===== config.mk =====
export PLATFORM = sky130hd
export DESIGN_NAME = sipo_frame_rx
export DESIGN_NICKNAME = d
export VERILOG_FILES = /design/src/rtl/sipo_frame_rx.sv
export SDC_FILE = /design/constraint.sdc
export NUM_CORES = 1
export LEC_CHECK = 0
export BUFFER_PORTS_ARGS = -buffer_cell sky130_fd_sc_hd__buf_2
export CAP_MARGIN = 20
export CORE_UTILIZATION = 46
export DETAILED_ROUTE_END_ITERATION = 12
export PLACE_DENSITY = 0.68
export SLEW_MARGIN = 20
export SYNTH_ARGS = -nofsm -noshare
export SYNTH_HDL_FRONTEND = slang
export SYNTH_SLANG_ARGS = --single-unit

===== constraint.sdc =====
create_clock -name clk -period 1.2 [get_ports clk]
set_input_delay 0.06 -clock clk [delete_from_list [all_inputs] [get_ports clk]]
set_output_delay 0.06 -clock clk [all_outputs]
set_load 0.01 [all_outputs]

===== src/rtl/sipo_frame_rx.sv =====
// Serial-in, parallel-out frame receiver: start bit, WIDTH data bits LSB first,
// optional parity bit, stop bit; delivers a checked word with a one-cycle pulse.
module sipo_frame_rx #(
    parameter int WIDTH      = 4,
    parameter int PARITY_EN  = 1,
    parameter int PARITY_ODD = 0
) (
    input  logic             clk,
    input  logic             reset,
    input  logic             sin,
    input  logic             bit_en,
    output logic [WIDTH-1:0] data_out,
    output logic             valid,
    output logic             frame_err,
    output logic             parity_err,
    output logic             busy,
    output logic [1:0]       state_dbg
);

    localparam int            CW   = (WIDTH > 1) ? $clog2(WIDTH) : 1;
    localparam logic [CW-1:0] LAST = CW'(WIDTH - 1);
    localparam logic          ODD  = (PARITY_ODD != 0);

    typedef enum logic [1:0] {
        IDLE   = 2'd0,
        DATA   = 2'd1,
        PARITY = 2'd2,
        STOP   = 2'd3
    } state_t;

    state_t           state_q, state_d;
    logic [CW-1:0]    cnt_q, cnt_d;
    logic [WIDTH-1:0] shift_q, shift_d;
    logic [WIDTH-1:0] data_q, data_d;
    logic             par_q, par_d;
    logic             bad_q, bad_d;
    logic             valid_q, valid_d;
    logic             frame_err_q, frame_err_d;
    logic             parity_err_q, parity_err_d;
    logic             busy_q, busy_d;

    // valid is a one-cycle strobe with no ready: the downstream register must
    // load data_out in the cycle valid is high; data_out holds otherwise.
    always_comb begin
        state_d      = state_q;
        cnt_d        = cnt_q;
        shift_d      = shift_q;
        data_d       = data_q;
        par_d        = par_q;
        bad_d        = bad_q;
        valid_d      = 1'b0;
        frame_err_d  = 1'b0;
        parity_err_d = 1'b0;
        if (bit_en) begin
            case (state_q)
                IDLE: begin
                    if (!sin) begin
                        state_d = DATA;
                        cnt_d   = '0;
                        par_d   = 1'b0;
                        bad_d   = 1'b0;
                    end
                end
                DATA: begin
                    shift_d = {sin, shift_q[WIDTH-1:1]};
                    par_d   = par_q ^ sin;
                    cnt_d   = cnt_q + 1'b1;
                    if (cnt_q == LAST) begin
                        state_d = (PARITY_EN != 0) ? PARITY : STOP;
                    end
                end
                PARITY: begin
                    bad_d   = ((par_q ^ sin) != ODD);
                    state_d = STOP;
                end
                STOP: begin
                    // A low stop bit never starts a new frame; back to IDLE first.
                    state_d      = IDLE;
                    frame_err_d  = !sin;
                    parity_err_d = bad_q;
                    if (sin && !bad_q) begin
                        data_d  = shift_q;
                        valid_d = 1'b1;
                    end
                end
                default: state_d = IDLE;
            endcase
        end
        busy_d = (state_d != IDLE);
    end

    always_ff @(posedge clk or negedge reset) begin
        if (!reset) begin
            state_q      <= IDLE;
            cnt_q        <= '0;
            shift_q      <= '0;
            data_q       <= '0;
            par_q        <= 1'b0;
            bad_q        <= 1'b0;
            valid_q      <= 1'b0;
            frame_err_q  <= 1'b0;
            parity_err_q <= 1'b0;
            busy_q       <= 1'b0;
        end else begin
            state_q      <= state_d;
            cnt_q        <= cnt_d;
            shift_q      <= shift_d;
            data_q       <= data_d;
            par_q        <= par_d;
            bad_q        <= bad_d;
            valid_q      <= valid_d;
            frame_err_q  <= frame_err_d;
            parity_err_q <= parity_err_d;
            busy_q       <= busy_d;
        end
    end

    assign data_out   = data_q;
    assign valid      = valid_q;
    assign frame_err  = frame_err_q;
    assign parity_err = parity_err_q;
    assign busy       = busy_q;
    assign state_dbg  = state_q;

endmodule


==> results by group <==
Run status
  – Status: finished, violations left
  – Failing checks: negative setup slack

Power and ir drop
  – Static leakage: 0.544 nW
  – Peak VDD IR: 0.00144 V
  – P per Cell Area: 2400 nW/µm²

CTS
  – CTS Root Cell: clkbuf_4
  – Clock buffer depth: 2
  – Htree depth: 1
  – CTS tree: yes
  – CTS sink cnt: 18
  – Clock input transition at the sequential cells of the worst setup and hold paths: 0.10 ns
  – CTS Buf Count: 3
  – Later-pin clock latency in the skew report: 0.29 ns

Yosys
  – Most used DFF post-synth: dfrtp_1
  – Post-synth top cells: dfrtp_1, mux2_2, nand2_1
  – Mapped Area: 734 µm²
  – Cell variety after synth: 18
  – Post-synth EDFFs: 0
  – #FFs+latches synth: 18
  – Synth area leader: dfrtp_1
  – Syn. warnings: 0
  – Mapped Cells: 54
  – Simple-Gate Fraction of Synth Area: 14.1%
  – Synth Net Count: 59
  – Post-synthesis mux area share: 13.8%
  – Synth area leaders: dfrtp_1, mux2_2, nand2_1, a22o_1, nor3_4
  – Top-area cell type share of the netlist area: 61.3%
  – Post-synth ARST share: 100%
  – Top-count cell post-synth: dfrtp_1
  – Compound-Gate Fraction of Synth Area: 6.81%
  – XOR/XNOR share of the synthesized area: 1.19%
  – Register area share after synthesis: 61.3%
  – Adder-Cell Fraction of Synth Area: 1.70%
  – Largest family of logic cells by synthesized area: simple AND/OR/NAND/NOR gates
  – Syn avg cell area: 13.6 µm²

Placement
  – RePlAce Congestion: 0.700
  – Placed Cells: 91
  – DPL Wire Length: 841 µm
  – Worst slack at placement: -0.0832 ns
  – IO Port Bufs: 13

Route
  – DRC Markers: 0
  – Vias per cell: 5.18
  – Pre-antenna DRT Iters: 4
  – 1st-iter DRT viols: 5
  – Via Count: 539
  – Post-route ant nets: 0
  – Detailed Route WL: 1.41 mm
  – Routed length per instance: 13.6 µm

Flow run
  – Max-Cap Viols: 0

Floorplan
  – Die height: 42.0 µm
  – Ports: 14
  – Chip width: 42.0 µm
  – Die footprint: 1760 µm²
  – Starting density of the core: 48.8%
  – FP Rows: 14
  – Core Region: 1510 µm²

Finish
  – Diode count: 0
  – Fraction of layout instances using a drive strength above 1: 56.8%
  – Non-filler cells, final: 104
  – Area Growth Syn to Fin: 43.1%
  – Layout Nets: 94

Timing
  – Unrepaired setup endpoints after global routing: yes
  – Max Slew Vio Count: 0
  – Skew final: 0.00430 ns
  – Rel. slew slack: 73.3%
  – Setup violations, final: 9
  – Highest Clock Rate: 764 MHz
  – Crit share post-route: 109%
  – Final Hold Viols: 0
  – Min cycle time layout: 1.31 ns
  – Tightest Pin Transition: 0.400 ns
  – Worst Slack Setup Final: -0.108 ns

Worst setup path
  – Arr. time, crit path: 1.49 ns
  – CP Max Fanout: 5
  – Critical Path RT: 1.38 ns
  – Critical path launch point type: flop
  – Crit Path Class: flop to flop
  – Crit. End Element: flop

Global routing
  – First-pass GRT wire length: 2.08 mm
  – Largest net degree at the start of global routing: 19
  – Vias in the first global route: 475
  – GRT Total Usage: 15.9%
  – Initial antenna violation count: 0
  – GR Overflow Total: 0

Min path
  – Worst Hold Class: input pin to flop
flip-flops by register name, summed over array words and instances (netlist names):
register	flops
cnt_q	2
shift_q	4
data_out	4
par_q	1
frame_err	1
bad_q	1
busy	1
state_dbg	2
valid	1
parity_err	1
placed cells by master, fill, tap and decap left out, types with 2 or more instances in the layout:
master         count
dlygate4sd3_1      2
dfrtp_1           16
a22o_1             2
mux2_4             6
dfrtp_2            2
buf_2             13
inv_1              2
nor2_1             2
nand2_1            5
buf_4             12
o21ai_0            2
clkbuf_4           3
mux2_2             3
buf_6              3
timing repair:
| action | CTS | global route |
|---|---|---|
| pin swaps | 1 | 3 |
| setup endpoints to repair | 9 | 10 |
| resized for setup | 4 | 11 |
| hold buffers | 2 | 0 |
| hold endpoints to repair | 19 | 0 |
| setup buffers | 2 | 5 |
power breakdown:
group | leakage, nW | internal (mW) | switching (mW)
clock network | 0.0210 | 0.185 | 0.176
logic | 0.298 | 0.666 | 0.436
registers | 0.226 | 0.862 | 0.199
total | 0.544 | 1.71 | 0.810
worst max-delay path, stage by stage (launching register included):
cell,delay (ns)
dfrtp_2,0.47
buf_6,0.13
and2b_2,0.24
nand2_4,0.06
mux2_4,0.29
cells by family after synthesis:
kind of cell	Yosys count
muxes	9
and+or+nand+nor	16
xor gates and xnor gates	1
adders and majority gates	1
AOI/OAI and AO/OA	7
buffers and inverters	2
DFF	18
area by class of cell:
class	instances	area, µm²
fillers	116	455
clock buffers	4	36.3
repair buffers	30	209
flip-flops and latches	18	453
inverters	2	7.51
well taps	16	20.0
multi-input cells	34	325
final timing paths:
path | to | cells past startpoint | from | slack (ns)
setup / recovery | shift_q[2] | 4 | state_dbg[1] | -0.11
hold / removal | shift_q[3] | 2 | sin | 0.1
setup reg to reg | shift_q[2] | 4 | state_dbg[1] | -0.11
hold reg to reg | data_out[3] | 1 | data_out[3] | 0.51
max in group asynchronous | state_dbg[1] | 2 | reset | 0.66
min in group asynchronous | bad_q | 2 | reset | 0.24
routing by layer:
| layer | GRT usage, % | part of all wire, % |
|---|---|---|
| met5 | 0 | 0 |
| met4 | 7.74 | 0 |
| met3 | 3.91 | 3.1 |
| met2 | 25.0 | 51 |
| met1 | 20.5 | 46 |
metrics by stage:
step	hold slack [ns]	instance area, µm²	total power, mW	setup TNS (ns)	utilization (%)
after CTS	0.0734	971	2.36	-0.376	64.5
after global placement	0.00782	890	1.90	-0.198	59.1
after global routing	0.0847	1050	2.69	-1.28	69.8
final	0.0960	1050	2.52	-0.721	69.8
after floorplan	-0.236	744	1.54	-0.0506	-
after detailed placement	0.00672	890	1.92	-0.383	59.1
(Power assumes the default switching activity.)
